File: config.mk
export PLATFORM = sky130hd
export DESIGN_NAME = rv32i_load_store_unit
export DESIGN_NICKNAME = d
export VERILOG_FILES = /design/src/rtl/rv32i_load_store_unit.sv
export SDC_FILE = /design/constraint.sdc
export NUM_CORES = 1
export LEC_CHECK = 0
export CORE_ASPECT_RATIO = 2
export CORE_MARGIN = 3
export CORE_UTILIZATION = 44
export DETAILED_ROUTE_END_ITERATION = 10
export PLACE_DENSITY_LB_ADDON = 0.25
export SYNTH_ARGS = -nofsm -noshare
export SYNTH_HDL_FRONTEND = slang
export SYNTH_SLANG_ARGS = --single-unit
export TNS_END_PERCENT = 30
File: constraint.sdc
create_clock -name clk -period 4.4 [get_ports clk]
set_input_delay 1.32 -clock clk [delete_from_list [all_inputs] [get_ports clk]]
set_output_delay 1.32 -clock clk [all_outputs]
set_load 0.01 [all_outputs]
File: src/rtl/rv32i_load_store_unit.sv
`default_nettype none
// ============================================================================
// Module   : rv32i_load_store_unit
// Purpose  : RV32I memory-stage load/store unit. Issues one data-memory access
//            at a time, formats store lanes/byte enables, stalls the pipeline
//            while the access is in flight, and returns extended load data.
// Revision : 1.0 - initial release
// ============================================================================
module rv32i_load_store_unit (
    input  logic        clk,
    input  logic        rst,
    input  logic        in_valid,
    input  logic        ctrl_mem_read,
    input  logic        ctrl_mem_write,
    input  logic [2:0]  funct3,
    input  logic [31:0] addr,
    input  logic [31:0] store_data,
    output logic        stall,
    output logic        done,
    output logic [31:0] load_data,
    output logic        mem_exc,
    output logic [31:0] mem_address,
    output logic        mem_read,
    output logic        mem_write,
    output logic [3:0]  mem_byte_enable,
    output logic [31:0] mem_wdata,
    input  logic [31:0] mem_rdata,
    input  logic        mem_resp
);

    typedef enum logic [1:0] {
        S_IDLE = 2'd0,
        S_BUSY = 2'd1,
        S_DONE = 2'd2
    } state_t;

    state_t      state_q, state_d;
    logic [31:0] mem_address_q, mem_address_d;
    logic        mem_read_q, mem_read_d;
    logic        mem_write_q, mem_write_d;
    logic [3:0]  mem_be_q, mem_be_d;
    logic [31:0] mem_wdata_q, mem_wdata_d;
    logic [31:0] load_data_q, load_data_d;
    logic [1:0]  offset_q, offset_d;
    logic [2:0]  funct3_q, funct3_d;

    logic        w_req;
    logic        w_is_write;
    logic        w_f3_ok;
    logic        w_align_ok;
    logic        w_legal;
    logic [3:0]  w_be;
    logic [31:0] w_wdata;
    logic [31:0] w_shifted;
    logic [15:0] w_half;
    logic [31:0] w_extended;

    // Request decode and legality check; a write strobe takes precedence.
    always_comb begin
        w_req      = in_valid && (ctrl_mem_read || ctrl_mem_write);
        w_is_write = ctrl_mem_write;
        if (w_is_write) begin
            w_f3_ok = (funct3 == 3'b000) || (funct3 == 3'b001) || (funct3 == 3'b010);
        end else begin
            w_f3_ok = (funct3 == 3'b000) || (funct3 == 3'b001) || (funct3 == 3'b010) ||
                      (funct3 == 3'b100) || (funct3 == 3'b101);
        end
        case (funct3[1:0])
            2'b01:   w_align_ok = (addr[0] == 1'b0);
            2'b10:   w_align_ok = (addr[1:0] == 2'b00);
            default: w_align_ok = 1'b1;
        endcase
        w_legal = w_f3_ok && w_align_ok;
    end

    // Store lane formatting: byte enables and lane-replicated write data.
    always_comb begin
        w_be    = 4'b1111;
        w_wdata = 32'h0;
        if (w_is_write) begin
            case (funct3[1:0])
                2'b00: begin
                    w_be    = 4'b0001 << addr[1:0];
                    w_wdata = {4{store_data[7:0]}};
                end
                2'b01: begin
                    w_be    = 4'b0011 << addr[1:0];
                    w_wdata = {2{store_data[15:0]}};
                end
                default: begin
                    w_be    = 4'b1111;
                    w_wdata = store_data;
                end
            endcase
        end
    end

    // Load extraction uses the offset and funct3 captured at accept time.
    always_comb begin
        w_shifted = mem_rdata >> {offset_q, 3'b000};
        w_half    = offset_q[1] ? mem_rdata[31:16] : mem_rdata[15:0];
        case (funct3_q)
            3'b000:  w_extended = {{24{w_shifted[7]}}, w_shifted[7:0]};
            3'b100:  w_extended = {24'h0, w_shifted[7:0]};
            3'b001:  w_extended = {{16{w_half[15]}}, w_half};
            3'b101:  w_extended = {16'h0, w_half};
            default: w_extended = mem_rdata;
        endcase
    end

    // Next-state, registered-output next values and combinational handshakes.
    always_comb begin
        state_d       = state_q;
        mem_address_d = mem_address_q;
        mem_read_d    = mem_read_q;
        mem_write_d   = mem_write_q;
        mem_be_d      = mem_be_q;
        mem_wdata_d   = mem_wdata_q;
        load_data_d   = load_data_q;
        offset_d      = offset_q;
        funct3_d      = funct3_q;
        stall         = 1'b0;
        done          = 1'b0;
        mem_exc       = 1'b0;
        case (state_q)
            S_IDLE: begin
                if (w_req) begin
                    if (!w_legal) begin
                        mem_exc = 1'b1;
                        done    = 1'b1;
                    end else begin
                        stall         = 1'b1;
                        state_d       = S_BUSY;
                        mem_address_d = {addr[31:2], 2'b00};
                        mem_read_d    = !w_is_write;
                        mem_write_d   = w_is_write;
                        mem_be_d      = w_be;
                        mem_wdata_d   = w_wdata;
                        offset_d      = addr[1:0];
                        funct3_d      = funct3;
                    end
                end
            end
            S_BUSY: begin
                stall = 1'b1;
                if (mem_resp) begin
                    mem_read_d  = 1'b0;
                    mem_write_d = 1'b0;
                    load_data_d = mem_read_q ? w_extended : 32'h0;
                    state_d     = S_DONE;
                end
            end
            S_DONE: begin
                done    = 1'b1;
                state_d = S_IDLE;
            end
            default: state_d = S_IDLE;
        endcase
    end

    // State and registered memory-port outputs.
    always_ff @(posedge clk) begin
        if (rst) begin
            state_q       <= S_IDLE;
            mem_address_q <= 32'h0;
            mem_read_q    <= 1'b0;
            mem_write_q   <= 1'b0;
            mem_be_q      <= 4'h0;
            mem_wdata_q   <= 32'h0;
            load_data_q   <= 32'h0;
            offset_q      <= 2'b00;
            funct3_q      <= 3'b000;
        end else begin
            state_q       <= state_d;
            mem_address_q <= mem_address_d;
            mem_read_q    <= mem_read_d;
            mem_write_q   <= mem_write_d;
            mem_be_q      <= mem_be_d;
            mem_wdata_q   <= mem_wdata_d;
            load_data_q   <= load_data_d;
            offset_q      <= offset_d;
            funct3_q      <= funct3_d;
        end
    end

    assign mem_address     = mem_address_q;
    assign mem_read        = mem_read_q;
    assign mem_write       = mem_write_q;
    assign mem_byte_enable = mem_be_q;
    assign mem_wdata       = mem_wdata_q;
    assign load_data       = load_data_q;

endmodule
`default_nettype wire
==> results by stage <==
STA:
- Setup repair after global routing left no endpoint under its margin.
- The smallest clock period supported by the final layout is computed as 4.10 ns.
- The tightest hold margin is 0.454 ns.
- The tightest slew margin relative to the limit is 34.1%.
- The number of hold-slack violations in the final timing report was 0.
- For the final database, setup skew stands at 0.0101 ns.
- The maximum achievable frequency is 0.244 GHz.
- The worst path meets setup with 0.297 ns of slack.
- At the pin with the least slew margin, the transition time is 0.987 ns.
- The setup TNS is 0 ns.
- The total count of max-transition violations in the final report is 0.
- The portion of the clock cycle consumed by the worst path in the final layout is 93.3%.
- The final number of setup-violating endpoints is 0.

Drt:
- The routed via count divided by cell count is 5.50.
- The number of violations reported at the end of detailed-routing iteration 0 is 243.
- After detailed routing, the number of remaining DRC violations is 0.
- After detailed routing, the average wire length per cell comes to 18.3 um.
- The first TritonRoute pass finished after 4 iterations.
- Once detail routing completed, the nets flagged for antenna violations numbered 0.
- Summed over all layers, the routed wires come to 16800 um.
- The count of vias placed by the detailed router is 5071.

GRT:
- The pin count of the biggest net entering global routing is 67.
- In the global route stage, overall resource usage came out at 24.4%.
- The initial antenna violation count is 1.
- The via count of the first global-routing pass is 5262.
- The global-route wire length before repair is 26500 um.
- The residual overflow from global routing is 0.

Die:
- For this configuration, the core starts out at a cell density of 44.9%.
- The total area inside the core boundary comes to 11800 um2.
- The floorplan has 56 rows.
- During I/O placement, the number of pins put on the boundary was 210.
- The height of the die is 161 um.
- The die width is 83.5 um.
- The floorplan step defined a die boundary enclosing 13500 um2.

Layout:
- After routing the design area is 7880 um2.
- For this run, the number of standard cells in the final layout without fillers is 922.
- The core occupancy in the finished layout is 66.9%.
- The final-layout fill cell count is 943.
- The area growth from synthesis to layout is 48.9%.
- In the final layout, the share of cells above drive strength 1 is 11.3%.
- At the end of the flow, the number of nets in the layout was 879.

Worst setup path:
- The category of the critical setup timing path is in2out.
- The startpoint type of the worst setup path is an input port.
- The largest fanout of any net on the critical path is 2.
- The required arrival time at the worst endpoint is 3.08 ns.
- The arrival time reported for the critical path endpoint is 2.78 ns.
- The endpoint identified for the worst register-to-register timing path is load_data[10]$_SDFFE_PP0P_.
- The startpoint of the worst-slack reg-to-reg timing path is offset_q[1]$_SDFFE_PP0P_.
- Counting cells, the worst reg-to-reg path comes to 3.
- The endpoint kind of the worst setup timing path is an output port.
- For flop-to-flop paths, the worst setup slack is 1.99 ns.

Power:
- The power density over the cells is 273 nW/um2.
- The static power due to leakage is 2.88 nW.
- Summing internal, switching and leakage power gives 2.15 mW.
- Across the VDD grid, the largest voltage drop is 256 uV.

Place:
- The half-perimeter wire length after detailed placement is 12900 um.
- The number of placed instances, taps included, is 904.
- During placement, the flow inserted port buffers numbering 207.
- At the placement stage, the worst setup path has a slack of -0.290 ns.
- Routability-driven placement finished with a final weighted congestion of 0.928.
- Once placement finished, the instance area stood at 7540 um2.

Clock network:
- In this run, CTS created clock tree buffers numbering 9.
- Clock latency on the worst-skew pair, taken at its later pin, is 0.34 ns.
- In this run, post-CTS hold repair placed 0 buffers.
- The master cell of the clock root buffer is sky130_fd_sc_hd__clkbuf_16.
- The number of clock sinks is 107.
- The H-tree was split into 3 levels.
- The number of buffers on the longest clock path is 2.
- The clock transition at the register clock pins on the worst setup and hold paths after CTS is 0.07 ns.
- The TritonCTS clock tree is yes.

Synth:
- The flip-flop cell with the highest count after synthesis is sky130_fd_sc_hd__dfxtp_1.
- After synthesis, the cell types taking the most area are sky130_fd_sc_hd__dfxtp_1 (40%), sky130_fd_sc_hd__mux2i_1 (12%), sky130_fd_sc_hd__nand2b_1 (12%), sky130_fd_sc_hd__nand2_1 (3.7%), sky130_fd_sc_hd__a221o_2 (3.4%).
- The number of synthesized register bits is 107.
- The netlist area before placement is 5290 um2.
- The count of mapped cells out of synthesis is 574.
- The average footprint of a synthesized cell is 9.22 um2.
- The number of different library cells used by synthesis comes to 46.
- For this run, the register share of the synthesized area comes to 40.5%.
- The cell taking the most area after synthesis is sky130_fd_sc_hd__dfxtp_1.
- By count the netlist is led by sky130_fd_sc_hd__dfxtp_1 (107), sky130_fd_sc_hd__nand2b_1 (103), sky130_fd_sc_hd__mux2i_1 (66).
- The leading cell type by number of instances after synthesis is sky130_fd_sc_hd__dfxtp_1.
- For this run, asynchronously set or reset flops after synthesis account for 0%.
- Counting flops with a built-in enable in the synthesized netlist gives 0.
- The area share of the leading cell type in the synthesized netlist is 40.5%.
- The Yosys step of the flow raised 0 warnings.

Hold path:
- The worst-case hold path end point is load_data[12]$_SDFFE_PP0P_.
- In this run the worst hold path is classified as reg2reg.
- In this run the most critical hold path is launched from load_data[12]$_SDFFE_PP0P_.
- Counting instances, the worst hold path has a depth of 2.

Flow run:
- The tool flagged a number of max-cap violations equal to 0.

Outcome:
- The flow ran to the end, and the final reports show no timing, DRC or antenna violations.
==> registers in the layout (all words and copies together), names as in the netlist <==
name	cells
state_q	2
funct3_q	3
load_data	32
mem_read	1
mem_byte_enable	4
mem_address	30
offset_q	2
mem_wdata	32
mem_write	1
==> power by group <==
group          internal [mW]  leakage (nW)  switching [mW]
Sequential             0.985         0.864          0.0152
Clock                  0.425         0.146           0.378
Combinational          0.197          1.87           0.152
Total                   1.61          2.88           0.545
==> placed cells by master, fill, tap and decap left out, drive strengths merged, types with 14 or more instances in the layout <==
cell / instances
inv: 14
a221o: 16
nor2: 15
clkdlybuf4s50: 201
mux2i: 66
mux2: 14
nand2: 52
buf: 27
o21ai: 30
a21oi: 23
dfxtp: 107
nand2b: 103
==> cell type report <==
cell class / instances / area [um2] / share of cell area, %
Clock inverter: 5 / 43.8 / 0.556
Inverter: 11 / 41.3 / 0.524
Tap cell: 145 / 181 / 2.30
Multi-Input combinational cell: 409 / 2930 / 37.2
Antenna cell: 1 / 2.50 / 0.0318
Sequential cell: 107 / 2140 / 27.2
Clock buffer: 11 / 253 / 3.21
Timing Repair Buffer: 233 / 2280 / 29.0
==> routing by layer <==
layer,global-route usage (%),up-vias,wire length (um)
met1,23.8,2409,5710
met5,0,-,0
met3,4.54,46,870
met2,47.7,203,9630
li1,-,2413,-
met4,12.4,0,631
==> kinds of logic after synthesis <==
family	synth area share, %
other	0.0709
muxes	16.0
AOI/OAI and AO/OA	17.7
adders and majority gates	0.710
and+or+nand+nor	20.4
buffers and inverters	4.71
DFF	40.5
==> critical path, stage by stage <==
cell and delay [ns]:
sky130_fd_sc_hd__clkdlybuf4s50_1 0.44, sky130_fd_sc_hd__nand2b_1 0.18, sky130_fd_sc_hd__a31o_2 0.27, sky130_fd_sc_hd__buf_4 0.14, sky130_fd_sc_hd__o21a_1 0.15, sky130_fd_sc_hd__dlygate4sd2_1 0.28
==> worst max-delay path by stage <==
stage / startpoint / to / slack, ns
floorplan: funct3[1] / done / 0.31
global placement: funct3[0] / stall / -0.25
detailed placement: funct3[0] / done / -0.29
CTS: funct3[1] / mem_exc / 0.01
global route: funct3[2] / done / 0.24
finish: addr[1] / mem_exc / 0.30
==> repair_timing <==
item | CTS | global route
endpoints found under the setup margin | 3 | 3
gates resized for setup | 9 | 5
pin swaps | 0 | 0
setup buffers | 1 | 0
No activity file was read; power rests on OpenSTA's default activity.
